`config.mk`:
```
export PLATFORM = sky130hd
export DESIGN_NAME = bcd_digit_streamer
export DESIGN_NICKNAME = d
export VERILOG_FILES = /design/src/rtl/bcd_digit_streamer.sv
export SDC_FILE = /design/constraint.sdc
export NUM_CORES = 1
export LEC_CHECK = 0
export CAP_MARGIN = 10
export CORE_ASPECT_RATIO = 0.75
export CORE_MARGIN = 2
export CORE_UTILIZATION = 41
export DETAILED_ROUTE_END_ITERATION = 12
export PLACE_DENSITY_LB_ADDON = 0.25
export SLEW_MARGIN = 20
export SYNTH_ARGS = -nofsm -noshare
export SYNTH_HDL_FRONTEND = slang
export SYNTH_SLANG_ARGS = --single-unit
```
`constraint.sdc`:
```
create_clock -name clk -period 3.95 [get_ports clk]
set_clock_uncertainty 0.15 [all_clocks]
set_input_delay 0.9875 -clock clk [delete_from_list [all_inputs] [get_ports clk]]
set_output_delay 0.9875 -clock clk [all_outputs]
set_load 0.01 [all_outputs]
```
`src/rtl/bcd_digit_streamer.sv`:
```
// Purpose: NUM_DIGITS-digit BCD up/down counter that snapshots its value on request and streams it MSD first.
// Latency: first digit valid 1 cycle after start; NUM_DIGITS cycles per frame at full rate, plus 1 DONE cycle.
// Backpressure: each digit is held stable while out_valid=1 and out_ready=0; start is ignored while busy.
module bcd_digit_streamer #(
    parameter int NUM_DIGITS = 4,
    parameter int IDX_W      = 2
) (
    input  logic                    clk,
    input  logic                    rst_n,
    input  logic                    en,
    input  logic                    up_dn,
    input  logic                    load,
    input  logic [4*NUM_DIGITS-1:0] load_val,
    input  logic                    start,
    input  logic                    out_ready,
    output logic [4*NUM_DIGITS-1:0] count,
    output logic                    tc,
    output logic                    load_err,
    output logic                    busy,
    output logic                    out_valid,
    output logic [IDX_W-1:0]        out_idx,
    output logic                    out_a,
    output logic                    out_b,
    output logic                    out_c,
    output logic                    out_d,
    output logic                    frame_done
);

    localparam int W = 4 * NUM_DIGITS;

    typedef enum logic [1:0] {
        IDLE = 2'd0,
        SEND = 2'd1,
        DONE = 2'd2
    } state_t;

    state_t           state;
    state_t           state_nxt;
    logic [W-1:0]     snap;
    logic [W-1:0]     snap_nxt;
    logic [IDX_W-1:0] idx_nxt;
    logic             valid_nxt;

    logic [W-1:0]     cnt_up;
    logic [W-1:0]     cnt_dn;
    logic [W-1:0]     load_clean;
    logic             carry;
    logic             borrow;
    logic             load_bad;
    logic [3:0]       dig;
    logic [3:0]       cur_dig;

    // Ripple BCD increment/decrement candidates and a sanitised load value.
    // After the loop, carry/borrow are set only when every digit was 9 (resp. 0),
    // which is exactly the wrap condition.
    always_comb begin
        cnt_up     = '0;
        cnt_dn     = '0;
        load_clean = '0;
        carry      = 1'b1;
        borrow     = 1'b1;
        load_bad   = 1'b0;
        dig        = '0;
        for (int i = 0; i < NUM_DIGITS; i++) begin
            dig = count[4*i +: 4];
            if (carry) begin
                cnt_up[4*i +: 4] = (dig == 4'd9) ? 4'd0 : dig + 4'd1;
            end else begin
                cnt_up[4*i +: 4] = dig;
            end
            carry = carry & (dig == 4'd9);
            if (borrow) begin
                cnt_dn[4*i +: 4] = (dig == 4'd0) ? 4'd9 : dig - 4'd1;
            end else begin
                cnt_dn[4*i +: 4] = dig;
            end
            borrow = borrow & (dig == 4'd0);
            if (load_val[4*i +: 4] > 4'd9) begin
                load_bad = 1'b1;
            end else begin
                load_clean[4*i +: 4] = load_val[4*i +: 4];
            end
        end
    end

    // Counter register: load beats count enable; tc and load_err are single-cycle pulses.
    always_ff @(posedge clk) begin
        if (!rst_n) begin
            count    <= '0;
            tc       <= 1'b0;
            load_err <= 1'b0;
        end else begin
            tc       <= 1'b0;
            load_err <= 1'b0;
            if (load) begin
                count    <= load_clean;
                load_err <= load_bad;
            end else if (en) begin
                if (up_dn) begin
                    count <= cnt_up;
                    tc    <= carry;
                end else begin
                    count <= cnt_dn;
                    tc    <= borrow;
                end
            end
        end
    end

    // Stream FSM state and frame registers.
    always_ff @(posedge clk) begin
        if (!rst_n) begin
            state     <= IDLE;
            snap      <= '0;
            out_idx   <= '0;
            out_valid <= 1'b0;
        end else begin
            state     <= state_nxt;
            snap      <= snap_nxt;
            out_idx   <= idx_nxt;
            out_valid <= valid_nxt;
        end
    end

    // Next-state logic: snapshot on start from IDLE, step down the digit index on each handshake.
    always_comb begin
        state_nxt = state;
        snap_nxt  = snap;
        idx_nxt   = out_idx;
        valid_nxt = out_valid;
        case (state)
            IDLE: begin
                if (start) begin
                    snap_nxt  = count;
                    idx_nxt   = IDX_W'(NUM_DIGITS - 1);
                    valid_nxt = 1'b1;
                    state_nxt = SEND;
                end
            end
            SEND: begin
                if (out_valid && out_ready) begin
                    if (out_idx != '0) begin
                        idx_nxt = out_idx - IDX_W'(1);
                    end else begin
                        valid_nxt = 1'b0;
                        state_nxt = DONE;
                    end
                end
            end
            DONE: begin
                state_nxt = IDLE;
            end
            default: begin
                state_nxt = IDLE;
            end
        endcase
    end

    // Select the snapshot digit under out_idx; forced to 0 when no digit is valid.
    always_comb begin
        cur_dig = '0;
        for (int i = 0; i < NUM_DIGITS; i++) begin
            if (out_valid && (out_idx == IDX_W'(i))) begin
                cur_dig = snap[4*i +: 4];
            end
        end
    end

    assign {out_a, out_b, out_c, out_d} = cur_dig;
    assign busy       = (state != IDLE);
    assign frame_done = (state == DONE);

endmodule

```
## Word level (Yosys, flattened, before mapping)

Cells that the tools add are included.

| storage, ports and cells | value |
|---|---|
| bits in registers | 39 |
| bits of input ports | 23 |
| output and inout port bits | 27 |
| logic and storage cells | 116 |

| operators by class | value |
|---|---|
| add/sub/neg operators | 9 |
| order comparisons | 4 |
| equality and inequality tests | 16 |
| muxes and demuxes | 42 |
| bitwise operators | 8 |
| reduce and logical (&&, ||, !) cells | 27 |

Operators by type and width:

| cell | count |
|---|---|
| $mux 4 | 22 |
| $mux 16 | 3 |
| $add 4x1->4 const B | 4 |
| $eq 4x4->1 const B | 4 |
| $gt 4x4->1 const B | 4 |
| $logic_not 4->1 | 4 |
| $sub 4x1->4 const B | 4 |
| $mux 2 | 6 |
| $reduce_and 3->1 | 4 |
| $ne 3x1->1 const B | 3 |
| $reduce_bool 3->1 | 3 |
| $mux 1 | 8 |
| $ne 2x2->1 const B | 4 |
| $pmux 2 s2 | 2 |
| $reduce_and 4->1 | 2 |
| $reduce_bool 2->1 | 4 |
| $and 1x1->1 | 6 |
| $eq 2x2->1 const B | 3 |
| $logic_and 1x1->1 | 5 |
| $eq 2x1->1 const B | 2 |
| $logic_not 2->1 | 2 |
| $reduce_and 2->1 | 2 |
| $reduce_or 3->1 | 1 |
| $not 1->1 | 2 |
| 2 further kinds | 2 |

## Longest topological paths before layout

Gate-level depths: netlist of the first run.

| depth | value |
|---|---|
| depth after elaboration | 7 |
| depth in mapped cells | 8 |
| depth with buffers taken out | 7 |

## Least setup slack after synthesis of the first run

OpenSTA, ideal clock, no wires.

| timing path | value |
|---|---|
| kind | input to register |
| start | input up_dn |
| end | register count[5] |
| library setup time | 0.067 ns |
| arrival time | 2.330 ns |
| data required time | 3.733 ns |
| setup slack | 1.403 ns |
| stages | 5 |
| buffers on the path | 0 |
| cell sequence | or3_4 > a2111oi_4 > a21oi_1 > a311o_1 > a21oi_2 |

| on the way | value |
|---|---|
| word-level cells in the longest chain between the ends | 3 |
| elaborated cells between the ends (all ways) | 6 |
| classes of those cells | eq/ne: 1; mux: 3; reduce/logical: 2 |

Ends and longest elaborated chain:

| element | RTL line | text |
|---|---|---|
| start: declaration | 11 | `input logic up_dn,` |
| $mux 16 | 99 | `if (up_dn) begin` |
| $mux 16 | 98 | `end else if (en) begin` |
| $mux 16 | 95 | `if (load) begin` |
| end signal: assignment | 96 | `count <= load_clean;` |
| end signal: assignment | 100 | `count <= cnt_up;` |
| end signal: assignment | 103 | `count <= cnt_dn;` |
| end: declaration | 16 | `output logic [4*NUM_DIGITS-1:0] count,` |

Parallel ways exist; a longest one is shown, timed or not. The select of a mux whose other input is x is not followed.
A chain may end at the register's enable or synchronous reset.

## Final worst setup path of the first run

| timing path | value |
|---|---|
| start | register out_idx[1] |
| end | output out_d |

| on the way | value |
|---|---|
| word-level cells in the longest chain between the ends | 6 |
| elaborated cells between the ends (all ways) | 12 |
| classes of those cells | eq/ne: 3; mux: 4; reduce/logical: 5 |

Ends and longest elaborated chain:

| element | RTL line | text |
|---|---|---|
| start: declaration | 21 | `output logic [IDX_W-1:0] out_idx,` |
| start signal: assignment | 120 | `out_idx <= idx_nxt;` |
| $logic_not 2->1 | 163 | `if (out_valid && (out_idx == IDX_W'(i))) begin` |
| $logic_and 1x1->1 | 163 |  |
| $mux 4 (3 in a row) | 163 |  |
| $mux 4 * | 163 |  |
| end: declaration | 25 | `output logic out_d,` |

Every way passes the cells marked *; elsewhere a longest branch is shown, timed or not.

==> out/metrics.yaml, run 1 <==
rows: 25
max_freq_ghz: 0.293
drive_gt1_frac: 0.0521
critPathSlowestCell: "clkdlybuf4s50_1"
ys_types: 60
diodes: 0
cts_hold_buf: 0
arrival_ns: 2.27
syn-cell-area_sq_um: 2580
use_met1: 0.302
min_period_over_period: 0.863
vias: 2612
cts_tree: "done"
nNetsFinal: 410
io_buffers: 49
relSlewSlack: 0.482
synth_nets: 383
finalHoldViolCount: 0
seq_area_frac_synth: 0.302
required_ns: 2.81
tns_ns: 0
tightest_slew_ns: 0.769
ant_nets: 0
slew_viol_final: 0
status: "finished clean"
cp-end-kind: "output port"
ys.flop_type: "dfxtp_1"
reg2reg_depth: 5
yosys_warnings: 0
crit_chain: "inv_1 > ha_1 > nand3b_1 > a21oi_1 > a21oi_1 > o21ai_0 > and2_1 > clkdlybuf4s50_1"
cp_top_family: "buffers and inverters"
ir_worst_vdd_mv: 0.136
rrSetupSlack_ns: 1.53
globalplace.congestion: 0.882
finalSetupViolCount: 0
grt_usage: 0.197
clk_latency_ns: 0.29
rsz0062_at_grt: "false"
cts_setup_buffers: 0
cts_inserted_buffers: 5
clockBufferDepth: 2
die_area_sq_um: 6960
grt_util_met3: 0.0382
first_global_vias: 2244
hp-class: "reg2reg"
hold-path-cell-count: 2
drtIter0Drc: 180
cap_viol_max_count: 0
drt_wl_total_um: 6670
cpPeakStageDelay_ns: 0.53
critPathLaunchType: "register"
initial_core_util: 0.417
postSynth.asyncResetShare: 0
dieWidth_um: 95.7
final_cell_mix: "61 x nand2_1, 49 x clkdlybuf4s50_1, 41 x a21oi_1, 39 x dfxtp_1, 24 x o21ai_0"
die_h_um: 72.8
final_util: 0.516
top_usage_layer: "met1"
post_cts_resize_count: 0
worstSetupPathType: "reg2out"
viasPerCell: 5.62
p_per_area_nw_per_um2: 338
antenna_found_initial: 0
grt_max_degree: 21
crit_top_cell: "a21oi_1"
synth.avg_cell_area_sq_um: 7.26
period_minus_slack_ns: 3.41
drc: 0
routedWlPerCell_um: 14.3
p_leak_nw: 1.09
clk_pin_slew_ns: 0.08
ioPinCount: 50
grt-ovfl-total: 0
clkSinkCount: 39
dp_hpwl_um: 4720
met2_usage: 0.281
path_buf_inv: 2
cts_root_buffer: "clkbuf_8"
path_depth: 8
final_common_cell: "nand2_1"
synth.ff_latch_count: 39
htreeDepth: 2
grt_pass1_wl_um: 10900
worstPathMaxFanout: 8
syn2layout_area_growth_pct: 23.6
placeableCoreArea_sq_um: 6190
dr.pass1.iters: 5
syn_inst: 356
synth_edf_count: 0
-- path summary, 6_finish.rpt --
check        startpoint        end
max          out_idx[1]      out_d
min             snap[8]    snap[8]
max reg2reg    count[0]  count[12]
min reg2reg     snap[8]    snap[8]
-- worst register-to-register path: stages, from the launching register on --
cell and delay, ns:
dfxtp_1 0.48, nor4_1 0.75, a21boi_0 0.23, a221oi_2 0.41, o221a_2 0.26, nor2_1 0.03
-- synth_stat cells, drive strengths merged (4+ instances only) --
cell type / n / share of area
a211oi: 7 / 0.020
o21ai: 24 / 0.046
nor2: 15 / 0.022
and2: 5 / 0.012
nand3b: 10 / 0.029
ha: 4 / 0.019
nand2b: 6 / 0.015
xnor2: 8 / 0.027
a221oi: 4 / 0.016
nand3: 6 / 0.012
nand2: 61 / 0.089
a21oi: 43 / 0.086
nor2b: 6 / 0.015
clkbuf: 24 / 0.035
a31oi: 7 / 0.017
nor3: 6 / 0.012
dfxtp: 39 / 0.30
buf: 9 / 0.015
nor4: 4 / 0.012
o21bai: 4 / 0.012
inv: 13 / 0.019
-- cell type report --
class / instances / area [sq um]
tap: 81 / 101
fill: 606 / 3000
clock buffer: 6 / 82.6
multi-input combinational: 271 / 1630
clock inverter: 2 / 35.0
inverter: 13 / 48.8
sequential: 39 / 781
timing repair buffer: 53 / 520
-- registers in the layout, indices dropped and copies added (netlist names) --
signal	count
count	16
load_err	1
out_idx	2
out_valid	1
snap	16
state	2
tc	1
-- where the power goes --
| part | switching [W] | internal (W) |
|---|---|---|
| combinational | 0.000131 | 0.000130 |
| sequential | 0.0000537 | 0.000418 |
| clock | 0.000145 | 0.000204 |
| total | 0.000329 | 0.000752 |
-- metrics by stage --
stage	cell area, sq um	hold slack (ns)	setup WS [ns]	cells	total power [W]
detailed placement	3080	0.301	0.639	457	0.000737
global placement	3080	0.294	0.671	457	0.000735
finish	3190	0.311	0.541	465	0.00108
floorplan	2580	0.286	1.40	356	0.000638
global route	3190	0.334	0.314	465	0.00114
CTS	3190	0.312	0.539	465	0.00108
-- cells by family after synthesis --
group / count (synthesis) / share of synthesized area
DFF: 39 / 0.302
AOI/OAI and AO/OA: 120 / 0.305
xor gates and xnor gates: 10 / 0.0339
adders and majority gates: 4 / 0.0194
buffers and inverters: 46 / 0.0692
and+or+nand+nor: 137 / 0.271
-- routing by layer --
| layer | routed length, um | vias to the layer above |
|---|---|---|
| li1 | - | 1322 |
| met1 | 3380 | 1205 |
| met2 | 2850 | 80 |
| met3 | 383 | 5 |
| met4 | 57 | 0 |
| met5 | 0 | - |
Note: power is estimated with default switching activity, not from simulation.
==> run 2: changes to the inputs <==
--- a/config.mk
+++ b/config.mk
@@ -5,7 +5,7 @@
 export SDC_FILE = /design/constraint.sdc
 export NUM_CORES = 1
 export LEC_CHECK = 0
-export CAP_MARGIN = 10
+export CAP_MARGIN = 20
 export CORE_ASPECT_RATIO = 0.75
 export CORE_MARGIN = 2
 export CORE_UTILIZATION = 41
==> results of run 2 <==
Final layout, timing and power as in run 1 (identical DEF).
==> run 3: changes to the inputs <==
--- a/config.mk
+++ b/config.mk
@@ -5,7 +5,6 @@
 export SDC_FILE = /design/constraint.sdc
 export NUM_CORES = 1
 export LEC_CHECK = 0
-export CAP_MARGIN = 20
 export CORE_ASPECT_RATIO = 0.75
 export CORE_MARGIN = 2
 export CORE_UTILIZATION = 41
==> constraint.sdc (replaced) <==
create_clock -name clk -period 2.8 [get_ports clk]
set_clock_uncertainty 0.15 [all_clocks]
set_input_delay 0.7 -clock clk [delete_from_list [all_inputs] [get_ports clk]]
set_output_delay 0.7 -clock clk [all_outputs]
set_load 0.01 [all_outputs]
==> run 3 against run 2 <==
Cell area rose by 3.0%. Die area stayed put. Global-route usage grew 0.73 points. Utilization rose by 1.5 points. Register-to-register slack worse by 1.0 ns. Flip-flop and latch count is the same. Wire length increased by 1.2%. Critical path depth rose by 1. Largest power group unchanged.
==> out/metrics.yaml, run 3 (synthesis gave the netlist of run 1 again) <==
diodes: 0  # unchanged
drtIter0Drc: 111  # was 180
tightest_slew_ns: 0.698  # was 0.769 ns
clk_latency_ns: 0.29  # about the same
slew_viol_final: 0  # unchanged
dp_slack_ns: 0.0321  # was 0.639 ns
cp-end-kind: "output port"  # unchanged
worst_hold_slack_ns: 0.313  # was 0.311 ns
routedWlPerCell_um: 14.0  # was 14.3 um
final_common_cell: "nand2_1"  # unchanged
vias: 2683  # was 2612
finalSetupViolCount: 0  # unchanged
grt_usage: 0.204  # was 0.197
fin_cells: 482  # was 465
met2_usage: 0.314  # was 0.281
cts_inserted_buffers: 5  # unchanged
viasPerCell: 5.57  # was 5.62
arrival_ns: 1.80  # was 2.27 ns
post_cts_resize_count: 5  # was 0
clk_pin_slew_ns: 0.08  # about the same
cts_root_buffer: "clkbuf_8"  # unchanged
min_period_over_period: 0.948
cap_viol_max_count: 0  # unchanged
cts_tree: "done"  # unchanged
worstSetupPathType: "reg2out"  # unchanged
required_ns: 1.95  # was 2.81 ns
htreeDepth: 2  # unchanged
drc: 0  # unchanged
use_met1: 0.293  # was 0.302
rows: 25  # unchanged
nNetsFinal: 427  # was 410
ioPinCount: 50  # unchanged
relSlewSlack: 0.531  # was 0.482
die_h_um: 72.8  # unchanged
pwr-share-seq: 0.454  # was 0.436
hp-class: "reg2reg"  # unchanged
syn2layout_area_growth_pct: 27.3  # was 23.6%
antenna_found_initial: 0  # unchanged
rsz0062_at_grt: "false"  # unchanged
io_buffers: 49  # unchanged
worstPathMaxFanout: 5  # was 8
critPathLaunchType: "register"  # unchanged
p_switching_w: 0.000471  # was 0.000329 W
cts_setup_buffers: 0  # unchanged
grt_pass1_wl_um: 11400  # was 10900 um
grt_util_met3: 0.0434  # was 0.0382
final_cell_mix: "61 x nand2_1, 45 x clkdlybuf4s50_1, 41 x a21oi_1, 39 x dfxtp_1"  # was 61 x nand2_1, 49 x clkdlybuf4s50_1, 41 x a21oi_1, 39 x dfxtp_1, 24 x o21ai_0
top_regs: "count (16), snap (16)"  # unchanged
ant_nets: 0  # unchanged
dp.cells: 474  # was 457
dr.pass1.iters: 4  # was 5
combPwrFrac: 0.281  # was 0.241
status: "finished clean"  # unchanged
clockBufferDepth: 2  # unchanged
cts_hold_buf: 0  # unchanged
finalHoldViolCount: 0  # unchanged
clkSinkCount: 39  # unchanged
grt-ovfl-total: 0  # unchanged
initial_core_util: 0.417  # unchanged
worstReg2RegStart: "count[2]"  # was count[0]
period_minus_slack_ns: 2.65
clkPwrFrac: 0.264  # was 0.323
final_util: 0.531  # was 0.516
grt_max_degree: 22  # was 21
hp-start: "snap[4]"  # was snap[8]
critPathLaunch: "out_idx[1]"  # unchanged
dp_hpwl_um: 5020  # was 4720 um
switching_share: 0.327  # was 0.304
max_freq_ghz: 0.377
rrSetupSlack_ns: 0.53  # was 1.53 ns
p_per_area_nw_per_um2: 438  # was 338 nW/um^2
first_global_vias: 2356  # was 2244
drt_wl_total_um: 6750  # was 6670 um
top_usage_layer: "met2"  # was met1
setup_slack_ns: 0.146  # was 0.541 ns
tns_ns: 0  # unchanged
die_area_sq_um: 6960  # unchanged
ir_worst_vdd_mv: 0.210  # was 0.136 mV
placeableCoreArea_sq_um: 6190  # unchanged
p_leak_nw: 1.17  # was 1.09 nW
globalplace.congestion: 0.839  # was 0.882
drive_gt1_frac: 0.0948  # was 0.0521
p_int_w: 0.000971  # was 0.000752 W
dieWidth_um: 95.7  # unchanged
run 3: cell count changes in the layout (fill, tap and decap cells not counted):
cell,before,now
dlygate4sd2_1,0,4
o21ai_0,24,21
buf_4,4,21
o21ai_1,0,3
clkinvlp_4,0,1
clkbuf_1,0,1
clkbuf_8,6,5
bufinv_16,1,0
ha_1,4,2
ha_2,0,2
clkdlybuf4s50_1,49,45
run 3: final timing paths:
path         cells after the start         to
max                              9      out_a
min                              2    snap[4]
max reg2reg                      6  count[15]
min reg2reg                      2    snap[4]
run 3: area by class of cell:
cell class              count  area (sq um)
multi-input cells         271          1630
flip-flops and latches     39           781
well taps                  81           101
fillers                   606          2900
clock buffers               6          72.6
clock inverters             2          12.5
repair buffers             70           643
inverters                  13          48.8
run 3: stage by stage:
step / power (W) / cell area, sq um
2_1_floorplan: 0.000900 / 2580
3_3_place_gp: 0.00106 / 3200
3_5_place_dp: 0.00107 / 3200
4_1_cts: 0.00145 / 3280
5_1_grt: 0.00153 / 3290
6_report: 0.00144 / 3290
run 3: power groups by stage:
stage | registers [W] | logic (W) | clock network [W]
final | 0.000655 | 0.000406 | 0.000381
after global routing | 0.000666 | 0.000447 | 0.000416
after CTS | 0.000656 | 0.000404 | 0.000390
after detailed placement | 0.000669 | 0.000402 | 0
after global placement | 0.000668 | 0.000395 | 0
after floorplan | 0.000639 | 0.000261 | 0
run 3: per-layer routing:
metal	up-vias	share of wire
met5	-	0
met4	0	0.0058
met3	4	0.060
met2	78	0.45
met1	1236	0.48
li1	1365	-
run 3: critical path: stages (launching register included):
cell	delay, ns
dfxtp_1	0.31
inv_1	0.07
ha_2	0.21
buf_4	0.13
nand2_1	0.05
a21oi_1	0.16
a21oi_1	0.05
o21ai_0	0.14
and2_1	0.13
dlygate4sd2_1	0.26
